File: config.mk
export PLATFORM = sky130hd
export DESIGN_NAME = decompressor
export DESIGN_NICKNAME = d
export VERILOG_FILES = /design/src/rtl/decomp_pkg.sv /design/src/rtl/sclk_sync.sv /design/src/rtl/decompressor.sv
export SDC_FILE = /design/constraint.sdc
export NUM_CORES = 1
export LEC_CHECK = 0
export CORE_ASPECT_RATIO = 0.9
export CORE_UTILIZATION = 50
export DETAILED_ROUTE_END_ITERATION = 8
export PLACE_DENSITY = 0.85
export SLEW_MARGIN = 5
export SYNTH_ARGS = -nofsm -noshare
export SYNTH_HDL_FRONTEND = slang
export SYNTH_SLANG_ARGS = --single-unit
File: constraint.sdc
create_clock -name CLK_8 -period 1.8 [get_ports CLK_8]
set_input_delay 0.36 -clock CLK_8 [delete_from_list [all_inputs] [get_ports CLK_8]]
set_output_delay 0.36 -clock CLK_8 [all_outputs]
set_load 0.02 [all_outputs]
File: src/rtl/decomp_pkg.sv
// decomp_pkg: decode state enum, token flag encodings and default widths for the decompressor.
// Defining DECOMP_PARITY_EN adds the PARITY state.
package decomp_pkg;
    localparam int PIX_W = 8;
    localparam int CNT_W = 4;
    localparam int RUN_MAX = 2**CNT_W;
    localparam logic FLAG_LIT = 1'b1;
    localparam logic FLAG_RUN = 1'b0;
`ifdef DECOMP_PARITY_EN
    typedef enum logic [1:0] {FLAG, DATA, COUNT, PARITY} state_t;
`else
    typedef enum logic [1:0] {FLAG, DATA, COUNT} state_t;
`endif
endpackage

File: src/rtl/sclk_sync.sv
// sclk_sync: synchronizes SCLK_in/OB_in into the CLK_8 domain and flags each SCLK rising edge.
module sclk_sync #(
    parameter int SYNC_STAGES = 2
) (
    input  logic clk_i,
    input  logic rst_ni,
    input  logic sclk_i,
    input  logic ob_i,
    output logic bit_rise_o,
    output logic bit_val_o
);
    logic [SYNC_STAGES-1:0] sclk_q, ob_q;
    logic prev_q;
    always_ff @(posedge clk_i or negedge rst_ni) begin
        if (!rst_ni) begin
            sclk_q <= '0;
            ob_q   <= '0;
            prev_q <= 1'b0;
        end else begin
            sclk_q <= {sclk_q[SYNC_STAGES-2:0], sclk_i};
            ob_q   <= {ob_q[SYNC_STAGES-2:0], ob_i};
            prev_q <= sclk_q[SYNC_STAGES-1];
        end
    end
    assign bit_rise_o = sclk_q[SYNC_STAGES-1] & ~prev_q;
    assign bit_val_o  = ob_q[SYNC_STAGES-1];
endmodule

File: src/rtl/decompressor.sv
// decompressor: decodes the serial run-length token stream (OB_in/SCLK_in) into pixel pulses.
// Optional DECOMP_PARITY_EN: each token carries a trailing even-parity bit.
module decompressor
    import decomp_pkg::*;
#(
    parameter int PIX_W       = decomp_pkg::PIX_W,
    parameter int CNT_W       = decomp_pkg::CNT_W,
    parameter int SYNC_STAGES = 2
) (
    input  logic             CLK_8,
    input  logic             Reset,
    input  logic             OB_in,
    input  logic             SCLK_in,
    output logic [PIX_W-1:0] Pixel_out,
    output logic             Pixel_valid,
    output logic             Err
);
    localparam int CW = $clog2(PIX_W);
    localparam logic [CW-1:0] LAST_D = CW'(PIX_W - 1);
    localparam logic [CW-1:0] LAST_C = CW'(CNT_W - 1);

    state_t           state_q;
    logic [CW-1:0]    cnt_q;
    logic [PIX_W-1:0] shift_q, shift_d, last_pix_q, pix_q, payload;
    logic [CNT_W-1:0] run_left_q;
    logic             valid_q, err_q, bit_rise, bit_val, tok_lit, tok_run, par_err;

    sclk_sync #(.SYNC_STAGES(SYNC_STAGES)) u_sync (
        .clk_i(CLK_8), .rst_ni(Reset), .sclk_i(SCLK_in), .ob_i(OB_in),
        .bit_rise_o(bit_rise), .bit_val_o(bit_val)
    );

    assign shift_d = {shift_q[PIX_W-2:0], bit_val};

`ifdef DECOMP_PARITY_EN
    localparam state_t TAIL = PARITY;
    logic par_q, lit_q, at_tail, par_ok;
    assign at_tail = bit_rise && state_q == PARITY;
    assign par_ok  = ~(par_q ^ bit_val);
    assign tok_lit = at_tail && lit_q && par_ok;
    assign tok_run = at_tail && !lit_q && par_ok;
    assign par_err = at_tail && !par_ok;
    assign payload = shift_q;
`else
    localparam state_t TAIL = FLAG;
    assign tok_lit = bit_rise && state_q == DATA && cnt_q == LAST_D;
    assign tok_run = bit_rise && state_q == COUNT && cnt_q == LAST_C;
    assign par_err = 1'b0;
    assign payload = shift_d;
`endif

    always_ff @(posedge CLK_8 or negedge Reset) begin
        if (!Reset) begin
            state_q    <= FLAG;
            cnt_q      <= '0;
            shift_q    <= '0;
            last_pix_q <= '0;
            pix_q      <= '0;
            run_left_q <= '0;
            valid_q    <= 1'b0;
            err_q      <= 1'b0;
`ifdef DECOMP_PARITY_EN
            par_q      <= 1'b0;
            lit_q      <= 1'b0;
`endif
        end else begin
            valid_q <= 1'b0;
            if (bit_rise) begin
                cnt_q   <= cnt_q + 1'b1;
                shift_q <= shift_d;
                case (state_q)
                    FLAG: begin
                        state_q <= (bit_val == FLAG_LIT) ? DATA : COUNT;
                        cnt_q   <= '0;
                    end
                    DATA:    if (cnt_q == LAST_D) state_q <= TAIL;
                    COUNT:   if (cnt_q == LAST_C) state_q <= TAIL;
                    default: state_q <= FLAG;
                endcase
`ifdef DECOMP_PARITY_EN
                par_q <= (state_q == FLAG) ? bit_val : par_q ^ bit_val;
                if (state_q == FLAG) lit_q <= bit_val == FLAG_LIT;
`endif
            end
            // A completing token pre-empts any run still in progress; run_left counts pulses still owed.
            if (tok_lit || tok_run) begin
                valid_q    <= 1'b1;
                pix_q      <= tok_lit ? payload : last_pix_q;
                run_left_q <= tok_lit ? '0 : payload[CNT_W-1:0];
                if (tok_lit) last_pix_q <= payload;
                if (run_left_q != '0) err_q <= 1'b1;
            end else if (run_left_q != '0) begin
                valid_q    <= 1'b1;
                pix_q      <= last_pix_q;
                run_left_q <= run_left_q - 1'b1;
            end
            if (par_err) err_q <= 1'b1;
        end
    end

    assign Pixel_out   = pix_q;
    assign Pixel_valid = valid_q;
    assign Err         = err_q;
endmodule
==> metrics.yaml, run 1 <==
status:
  status: "finished, violations left"
  violations: "setup timing"
timing:
  period_share_pct: 103.2
  tightest_slew_ps: 467.6
  hold_violations: 0
  skew_ps: 10.64
  worst_slack_ps: -58.11
  finalCriticalPeriod_ps: 1858
  finalSetupTns_ps: -275.8
  setup_viol: 9
  rsz0062_at_grt: "yes"
  timing.hold.ws_ps: 27.86
  slew_violations: 0
  max_freq_mhz: 538.2
  slew_headroom_pct: 68.83
final_layout:
  antennaDiodeCount: 0
  syn2layout_area_growth_pct: 26.25
  fin_area_mm2: 0.001998
  instances_no_fill: 185
  multi_input_area_um2: 639.4
  nets: 152
  final_core_util_pct: 69.31
  drive_gt1_share_pct: 37.24
  ff_latch_area_um2: 975.9
  fillCellCount: 212
synthesis:
  synth-compound-area-share_pct: 5.455
  synth.avg_cell_area_um2: 13.76
  syn-cell-area_mm2: 0.001583
  synth_xor_area_share_pct: 1.660
  synth_simple_gate_area_share_pct: 7.352
  ys_seq_elements: 39
  synth_mux_area_share_pct: 17.63
  ys_types: 26
  synth_nets: 123
  synth_fa_ha_area_share_pct: 3.162
  yosysWarnings: 0
  synth_edf_count: 0
  syn-instance-count: 115
  yosysSeqAreaShare_pct: 61.66
  async_flop_share_pct: 100.0
  synth_ff_type: "dfrtp_1"
  synth_top_family_by_area: "multiplexers"
power_and_ir_drop:
  total_power_mw: 2.859
  sw_frac_of_total_pct: 32.56
  pwr_density_cell_mw_per_mm2: 1431
  pwr-share-clk_pct: 17.5
  p_seq_share_pct: 46.6
  comb_power_share_pct: 35.9
  power.switching_mw: 0.9310
  leakagePower_nw: 0.9174
  ir_worst_vdd_uv: 1071
  intPower_mw: 1.928
clocking:
  clock_sinks: 39
  cts_buffer_depth: 2
  clk_pin_slew_worst_paths_ps: 130
  cts_root_buf: "clkbuf_4"
  clkLatencyLatePin_ps: 360
  hold_buffers: 0
  cts_buffers: 5
  cts_tree: "done"
  htree_num_levels: 2
critical_path:
  worstSetupPathType: "reg2reg"
  cp-end-kind: "flop"
  crit_chain: "ha_4 > ha_4 > nand3b_1 > nor2_4 > buf_6 > mux2_4 > mux2_4"
  start_kind: "flop"
  slowest_delay_ps: 410
  crit_required_ps: 2050
  path_max_fanout: 5
  reg2regPathDepth: 7
  crit_slowest_cell: "dfrtp_1"
  cp.arrival_ps: 2110
detailed_routing:
  dr.pass1.iters: 4
  ant_nets: 0
  drtIter0Drc: 56
  viasPerCell: 5.303
  post_drt_wl_per_cell_um: 16.32
  wl_um: 3020
  vias: 981
  post-route-drc-count: 0
global_routing:
  grt_max_degree: 40
  grt_pass1_wl_um: 4981
  grt.met2_usage_pct: 33.39
  grt.met3_usage_pct: 7.963
  use_met1_pct: 25.04
  grt_overflow: 0
  grt_use_total_pct: 21.06
  top_usage_layer: "met2"
  grt_pass1_vias: 1035
  antenna_found_initial: 0
place:
  dp_hpwl_um: 1831
  gp_congestion: 0.7444
  post-place-ws_ps: -110.2
  placed_cells: 172
  postPlaceCellArea_mm2: 0.001808
  port_buffers: 13
min_path:
  hold_class: "in2async"
die:
  die_h_um: 55.38
  num_rows: 18
  start_util_pct: 54.90
  core_area_mm2: 0.002883
  dieArea_mm2: 0.003395
  die_w_um: 61.31
  top_level_ports: 14
flow_run:
  maxCapViolCount: 0
==> timing repair <==
item / 4_1_cts / 5_1_grt
setup buffers: 4 / 1
pin swaps: 2 / 2
gates resized for setup: 15 / 6
endpoints found under the setup margin: 8 / 10
cloned: 0 / 0
==> kinds of logic after synthesis <==
group	Yosys count
flip-flops	39
multiplexers	25
AND/OR/NAND/NOR	22
AO/OA/AOI/OAI	13
buffers and inverters	9
adder cells (fa/ha/maj)	4
XOR/XNOR	3
==> cells in the mapped netlist, drive strengths merged, types with 2 or more instances <==
library cell | n | area (um2)
mux2 | 23 | 259.0
nor3 | 3 | 15.01
nand3b | 2 | 15.01
xnor2 | 2 | 17.52
ha | 4 | 50.05
nor2 | 7 | 28.78
dfrtp | 39 | 975.9
mux2i | 2 | 20.02
inv | 5 | 18.77
a21oi | 2 | 13.76
nand2 | 7 | 26.28
o21ai | 6 | 30.03
buf | 3 | 26.27
==> cell usage in the layout, fill, tap and decap left out, types with 2 or more instances in the layout <==
| cell type | count |
|---|---|
| dfrtp_1 | 39 |
| nor2_1 | 5 |
| inv_1 | 5 |
| nor3_1 | 3 |
| ha_4 | 3 |
| mux2i_1 | 2 |
| nand2_1 | 6 |
| nand3b_1 | 2 |
| o21ai_0 | 6 |
| buf_6 | 3 |
| clkdlybuf4s50_1 | 12 |
| clkbuf_4 | 5 |
| buf_4 | 9 |
| mux2_4 | 9 |
| mux2_2 | 14 |
| xnor2_1 | 2 |
==> registers in the layout, summed over array words and instances (netlist names) <==
name / count
cnt_q: 3
u_sync.sclk_q: 2
Err: 1
run_left_q: 4
u_sync.prev_q: 1
last_pix_q: 8
shift_q: 7
Pixel_out: 8
u_sync.ob_q: 2
state_q: 2
Pixel_valid: 1
==> worst max-delay path, delay by kind of cell, from the launching register on <==
family | cells | cell delay [ps]
multiplexers | 2 | 580
flip-flops | 1 | 410
adder cells (fa/ha/maj) | 2 | 300
AND/OR/NAND/NOR | 2 | 300
buffers and inverters | 1 | 150
==> metal layers <==
layer	vias up	share of wire, %	wire length, um
met5	-	0	0
met4	0	2.8	84
met3	11	6.3	191
met2	39	49	1493
met1	482	41	1250
li1	449	-	-
==> path summary, 6_finish.rpt <==
| check | start | end | slack, ps |
|---|---|---|---|
| worst max-delay path | cnt_q[1]$_DFFE_PN0P_ | Pixel_out[6]$_DFFE_PN0P_ | -60 |
| worst min-delay path | Reset | Pixel_out[5]$_DFFE_PN0P_ | 30 |
| worst max register to register | cnt_q[1]$_DFFE_PN0P_ | Pixel_out[6]$_DFFE_PN0P_ | -60 |
| worst min register to register | u_sync.ob_q[0]$_DFF_PN0_ | u_sync.ob_q[1]$_DFF_PN0_ | 370 |
| max in group asynchronous | Reset | last_pix_q[7]$_DFFE_PN0P_ | 1440 |
| min in group CLK_8 | u_sync.ob_q[0]$_DFF_PN0_ | u_sync.ob_q[1]$_DFF_PN0_ | 370 |
==> area by class of cell <==
type,instances,share of cell area [%]
Clock buffer,6,2.567
Sequential cell,39,48.84
Timing Repair Buffer,26,12.34
Multi-Input combinational cell,67,32.00
Tap cell,40,2.505
Clock inverter,2,0.8140
Inverter,5,0.9393
==> power groups by stage <==
stage / Sequential, mW / Combinational [mW] / Clock, mW
2_1_floorplan: 1.36 / 0.512 / 0
3_3_place_gp: 1.30 / 0.868 / 0
3_5_place_dp: 1.32 / 0.902 / 0
4_1_cts: 1.32 / 0.978 / 0.497
5_1_grt: 1.36 / 1.12 / 0.546
6_report: 1.33 / 1.03 / 0.501
Note: power is estimated with default switching activity, not from simulation.
==> run 2: changes to the inputs <==
--- a/config.mk
+++ b/config.mk
@@ -6,10 +6,13 @@
 export NUM_CORES = 1
 export LEC_CHECK = 0
 export CORE_ASPECT_RATIO = 0.9
+export CORE_MARGIN = 5
 export CORE_UTILIZATION = 50
 export DETAILED_ROUTE_END_ITERATION = 8
+export GPL_TIMING_DRIVEN = 0
 export PLACE_DENSITY = 0.85
 export SLEW_MARGIN = 5
 export SYNTH_ARGS = -nofsm -noshare
 export SYNTH_HDL_FRONTEND = slang
 export SYNTH_SLANG_ARGS = --single-unit
+export TNS_END_PERCENT = 10
==> metrics.yaml, run 2 (same netlist as run 1, synthesis figures left out) <==
detailed_routing:
  dr.pass1.iters: 4  # unchanged
  post-route-drc-count: 0  # unchanged
  drtIter0Drc: 60  # +7.1%
  vias: 969  # -1.2%
  viasPerCell: 5.266  # -0.69%
  ant_nets: 0  # unchanged
  post_drt_wl_per_cell_um: 15.35  # -6.0%
  wl_um: 2824  # -6.5%
clocking:
  clock_sinks: 39  # unchanged
  cts_buffers: 5  # unchanged
  cts_buffer_depth: 2  # unchanged
  hold_buffers: 0  # unchanged
  cts_root_buf: "clkbuf_4"
  cts_tree: "done"
  clk_pin_slew_worst_paths_ps: 110  # -20 ps
  htree_num_levels: 2  # unchanged
  clkLatencyLatePin_ps: 330  # -30 ps
power_and_ir_drop:
  pwr_density_cell_mw_per_mm2: 1392  # -2.7%
  ir_worst_vdd_uv: 831.9  # -22%
  leakagePower_nw: 0.8884  # -3.2%
die:
  dieArea_mm2: 0.004392  # +29%
  die_h_um: 63.38  # +14%
  start_util_pct: 52.01  # -2.9 points
  die_w_um: 69.31  # +13%
  num_rows: 19  # +1
  core_area_mm2: 0.003043  # +5.6%
  top_level_ports: 14  # unchanged
timing:
  max_freq_mhz: 531.4  # -1.3%
  period_share_pct: 104.6  # +1.3 points
  timing.hold.ws_ps: 119.5  # +91.60 ps
  slew_headroom_pct: 44.78  # -24 points
  tightest_slew_ps: 828.3  # +360.7 ps
  setup_viol: 8  # -1
  finalCriticalPeriod_ps: 1882  # +23.83 ps
  worst_slack_ps: -81.94  # -23.83 ps
  rsz0062_at_grt: "yes"
  skew_ps: 6.919  # -3.719 ps
  slew_violations: 0  # unchanged
  hold_violations: 0  # unchanged
final_layout:
  nets: 149  # -2.0%
  final_cell_mix: "dfrtp_1, mux2_2, clkdlybuf4s50_1"
  ff_latch_area_um2: 975.9  # unchanged
  fin_area_mm2: 0.001929  # -3.4%
  fillCellCount: 271  # +28%
  syn2layout_area_growth_pct: 21.90
  final_common_cell: "dfrtp_1"
  final_core_util_pct: 63.40  # -5.9 points
  antennaDiodeCount: 0  # unchanged
  drive_gt1_share_pct: 32.39  # -4.8 points
  instances_no_fill: 184  # -0.54%
  multi_input_area_um2: 620.6  # -2.9%
min_path:
  hold_class: "in2async"
status:
  status: "finished, violations left"
  violations: "setup timing"
critical_path:
  cp-end-kind: "flop"
  crit_required_ps: 2030  # -20 ps
  path_max_fanout: 5  # unchanged
  start_kind: "flop"
  timing.rr.start: "cnt_q[0]$_DFFE_PN0P_"
  worstSetupPathType: "reg2reg"
  cp.arrival_ps: 2110  # about the same
  reg2reg_to: "Pixel_out[1]$_DFFE_PN0P_"
  reg2regPathDepth: 7  # unchanged
  reg2reg_slack_ps: -80  # -20 ps
place:
  postPlaceCellArea_mm2: 0.001760  # -2.6%
  port_buffers: 13  # unchanged
  post-place-ws_ps: -345.8  # -235.6 ps
  gp_congestion: 0.7939  # +6.6%
  placed_cells: 170  # -1.2%
  dp_hpwl_um: 1792  # -2.1%
global_routing:
  antenna_found_initial: 0  # unchanged
  grt_max_degree: 40  # unchanged
  grt_use_total_pct: 14.34  # -6.7 points
  grt_pass1_vias: 1028  # -0.68%
  grt_overflow: 0  # unchanged
  grt_pass1_wl_um: 4823  # -3.2%
flow_run:
  maxCapViolCount: 0  # unchanged
-- run 2: layout make-up --
cell class              instances  share of cell area, %
clock inverters                 1                 0.2594
repair buffers                 19                  9.209
inverters                       5                 0.9728
plain buffers                   4                  1.751
multi-input cells              67                  32.17
flip-flops and latches         39                  50.58
well taps                      42                  2.724
clock buffers                   7                  2.335
-- run 2: how the worst max path moves through the flow --
stage / start / endpoint / cells past startpoint
finish: cnt_q[0]$_DFFE_PN0P_ / Pixel_out[1]$_DFFE_PN0P_ / 7
floorplan: cnt_q[0]$_DFFE_PN0P_ / Pixel_out[1]$_DFFE_PN0P_ / 6
CTS: cnt_q[1]$_DFFE_PN0P_ / Pixel_out[1]$_DFFE_PN0P_ / 7
global placement: Reset / Pixel_valid$_DFF_PN0_ / 1
detailed placement: cnt_q[0]$_DFFE_PN0P_ / Pixel_out[1]$_DFFE_PN0P_ / 6
global route: cnt_q[0]$_DFFE_PN0P_ / Pixel_out[7]$_DFFE_PN0P_ / 7
-- run 2: layer usage --
| layer | share of wire (%) | wire length, um | up-vias | global-route usage [%] |
|---|---|---|---|---|
| met5 | 0 | 0 | - | 0 |
| met4 | 2.7 | 76 | 0 | 8.293 |
| met3 | 4.0 | 113 | 8 | 4.769 |
| met2 | 49 | 1382 | 26 | 22.50 |
| met1 | 44 | 1252 | 490 | 17.25 |
| li1 | - | - | 445 | - |
-- run 2: worst max-delay path: stages, from the launching register on --
cell	delay [ps]
dfrtp_1	430
ha_4	180
ha_4	120
nand3b_1	160
nor2_4	150
buf_6	160
mux2_4	310
mux2_2	270
-- run 2: where the power goes --
part	internal, mW	total, mW	switching, mW	leakage (nW)
Combinational	0.536	0.951	0.415	0.369
Sequential	1.15	1.32	0.175	0.490
Clock	0.152	0.412	0.260	0.0293
-- run 2: what timing repair did --
| action | CTS | global route |
|---|---|---|
| gates resized for setup | 16 | 2 |
| pin swaps | 4 | 3 |
| setup buffers | 3 | 3 |
| setup endpoints to repair | 17 | 10 |
-- run 2: through the flow --
step	setup TNS (ps)	total power, mW
floorplan	-298.3	1.869
detailed placement	-3329	2.174
finish	-545.9	2.685
CTS	-565.4	2.662
global placement	-19650	2.109
global route	-1136	2.879
==> run 3: changes to the inputs <==
--- a/config.mk
+++ b/config.mk
@@ -5,12 +5,11 @@
 export SDC_FILE = /design/constraint.sdc
 export NUM_CORES = 1
 export LEC_CHECK = 0
-export CORE_ASPECT_RATIO = 0.9
 export CORE_MARGIN = 5
-export CORE_UTILIZATION = 50
+export CORE_UTILIZATION = 44
 export DETAILED_ROUTE_END_ITERATION = 8
 export GPL_TIMING_DRIVEN = 0
-export PLACE_DENSITY = 0.85
+export PLACE_DENSITY = 0.78
 export SLEW_MARGIN = 5
 export SYNTH_ARGS = -nofsm -noshare
 export SYNTH_HDL_FRONTEND = slang
==> metrics.yaml, run 3 (same netlist as run 1, synthesis figures left out) <==
critical_path:
  crit_chain: "ha_2 > ha_4 > nand3b_1 > buf_6 > nor2_4 > mux2_4 > mux2_2"
  worstSetupPathType: "reg2reg"
  start_kind: "flop"
  reg2reg_slack_ps: -150  # -70 ps
  cp_top_family: "multiplexers"
  cp.arrival_ps: 2170  # +60 ps
  crit_required_ps: 2020  # about the same
  path_max_fanout: 5  # unchanged
  slowest_delay_ps: 380  # -50 ps
  crit_slowest_cell: "dfrtp_1"
  critical_path_buf_inv_count: 1  # unchanged
  cp-end-kind: "flop"
detailed_routing:
  wl_um: 2786  # -1.3%
  ant_nets: 0  # unchanged
  vias: 966  # -0.31%
  post-route-drc-count: 0  # unchanged
  viasPerCell: 5.111  # -2.9%
  drtIter0Drc: 20  # -67%
  dr.pass1.iters: 4  # unchanged
  post_drt_wl_per_cell_um: 14.74  # -4.0%
timing:
  tightest_slew_ps: 815.3  # -12.99 ps
  hold_violations: 0  # unchanged
  slew_headroom_pct: 45.65  # +0.87 points
  worst_slack_ps: -147.5  # -65.55 ps
  slew_violations: 0  # unchanged
  skew_ps: 7.021  # +0.1017 ps
  period_share_pct: 108.2  # +3.6 points
  rsz0062_at_grt: "yes"
  finalCriticalPeriod_ps: 1947  # +65.55 ps
  max_freq_mhz: 513.5  # -3.4%
  setup_viol: 8  # unchanged
  timing.hold.ws_ps: 111.4  # -8.071 ps
global_routing:
  grt_use_total_pct: 12.47  # -1.9 points
  grt_overflow: 0  # unchanged
  grt_max_degree: 40  # unchanged
  grt_pass1_vias: 1034  # +0.58%
  grt_pass1_wl_um: 4809  # -0.29%
  antenna_found_initial: 0  # unchanged
flow_run:
  maxCapViolCount: 0  # unchanged
clocking:
  cts_buffers: 5  # unchanged
  clkLatencyLatePin_ps: 330  # about the same
  cts_root_buf: "clkbuf_4"
  clock_sinks: 39  # unchanged
  cts_buffer_depth: 2  # unchanged
  cts_tree: "done"
  htree_num_levels: 2  # unchanged
  clk_pin_slew_worst_paths_ps: 110  # about the same
power_and_ir_drop:
  sw_frac_of_total_pct: 31.87  # +0.22 points
  ir_worst_vdd_uv: 708.1  # -15%
  pwr-share-clk_pct: 15.6  # +0.2 points
  power.switching_mw: 0.8611  # +1.3%
  comb_power_share_pct: 35.7  # +0.3 points
  pwr_density_cell_mw_per_mm2: 1387  # -0.34%
  p_seq_share_pct: 48.7  # -0.5 points
  intPower_mw: 1.841  # +0.31%
  leakagePower_nw: 0.8855  # -0.33%
  total_power_mw: 2.702  # +0.63%
die:
  num_rows: 21  # +2
  core_area_mm2: 0.003416  # +12%
  top_level_ports: 14  # unchanged
  die_h_um: 69.98  # +10%
  dieArea_mm2: 0.004897  # +11%
  start_util_pct: 46.34  # -5.7 points
  die_w_um: 69.98  # +0.97%
status:
  violations: "setup timing"
  status: "finished, violations left"
final_layout:
  antennaDiodeCount: 0  # unchanged
  fillCellCount: 291  # +7.4%
  final_common_cell: "dfrtp_1"
  syn2layout_area_growth_pct: 23.08
  drive_gt1_share_pct: 32.87  # +0.47 points
  nets: 150  # +0.67%
  final_cell_mix: "dfrtp_1, mux2_2, clkdlybuf4s50_1"
min_path:
  hold_class: "in2async"
place:
  port_buffers: 13  # unchanged
  dp_hpwl_um: 1759  # -1.9%
  gp_congestion: 0.7046  # -11%
-- run 3: through the flow --
stage                     utilization, %  area (um2)  setup WS (ps)  cells  setup TNS [ps]
after global placement             51.83        1770         -444.5    174          -18990
final                              57.03        1948         -147.5    189           -1029
after global routing               57.03        1948         -222.2    189           -1744
after floorplan                        -        1583         -37.30    115          -298.3
after detailed placement           51.69        1765         -327.0    174           -2901
after CTS                          55.79        1906         -157.8    187          -940.5
-- run 3: worst register-to-register path, cell delays in order, from the launching register on --
cell and delay, ps:
dfrtp_1 380, ha_2 210, ha_4 140, nand3b_1 120, buf_6 150, nor2_4 220, mux2_4 340, mux2_2 270
-- run 3: worst paths after layout --
check                                         startpoint                   endpoint  cells past startpoint
worst max-delay path                cnt_q[1]$_DFFE_PN0P_   Pixel_out[2]$_DFFE_PN0P_                      7
worst min-delay path                               Reset   Pixel_out[0]$_DFFE_PN0P_                      1
max in group asynchronous                          Reset  last_pix_q[5]$_DFFE_PN0P_                      1
min in group CLK_8              u_sync.ob_q[0]$_DFF_PN0_   u_sync.ob_q[1]$_DFF_PN0_                      0
worst min register to register  u_sync.ob_q[0]$_DFF_PN0_   u_sync.ob_q[1]$_DFF_PN0_                      0
worst max register to register      cnt_q[1]$_DFFE_PN0P_   Pixel_out[2]$_DFFE_PN0P_                      7
-- run 3: metal layers --
layer | vias to the layer above | GRT usage (%) | wire (um)
met5 | - | 0 | 0
met4 | 0 | 6.596 | 61
met3 | 7 | 3.300 | 94
met2 | 16 | 20.67 | 1419
met1 | 494 | 14.75 | 1210
li1 | 449 | - | -
-- run 3: power groups by stage --
stage | clock, mW | combinational (mW) | sequential (mW)
after floorplan | 0 | 0.508 | 1.36
after global placement | 0 | 0.816 | 1.30
after detailed placement | 0 | 0.865 | 1.32
after CTS | 0.429 | 0.947 | 1.31
after global routing | 0.470 | 1.07 | 1.34
final | 0.421 | 0.964 | 1.32
-- run 3: layout make-up --
class | instances | area, um2 | area share (%)
Clock buffer | 7 | 45.04 | 2.312
Timing Repair Buffer | 19 | 173.9 | 8.927
Buffer | 4 | 33.78 | 1.734
Tap cell | 46 | 57.56 | 2.954
Sequential cell | 39 | 975.9 | 50.10
Multi-Input combinational cell | 68 | 638.1 | 32.76
Inverter | 5 | 18.77 | 0.9634
Clock inverter | 1 | 5.005 | 0.2569
-- run 3: timing repair --
item | in CTS | in global routing
pin swaps | 4 | 3
setup endpoints to repair | 18 | 10
setup buffers | 4 | 2
hold buffers | 0 | 0
gates cloned | 1 | 0
gates resized for setup | 13 | 6
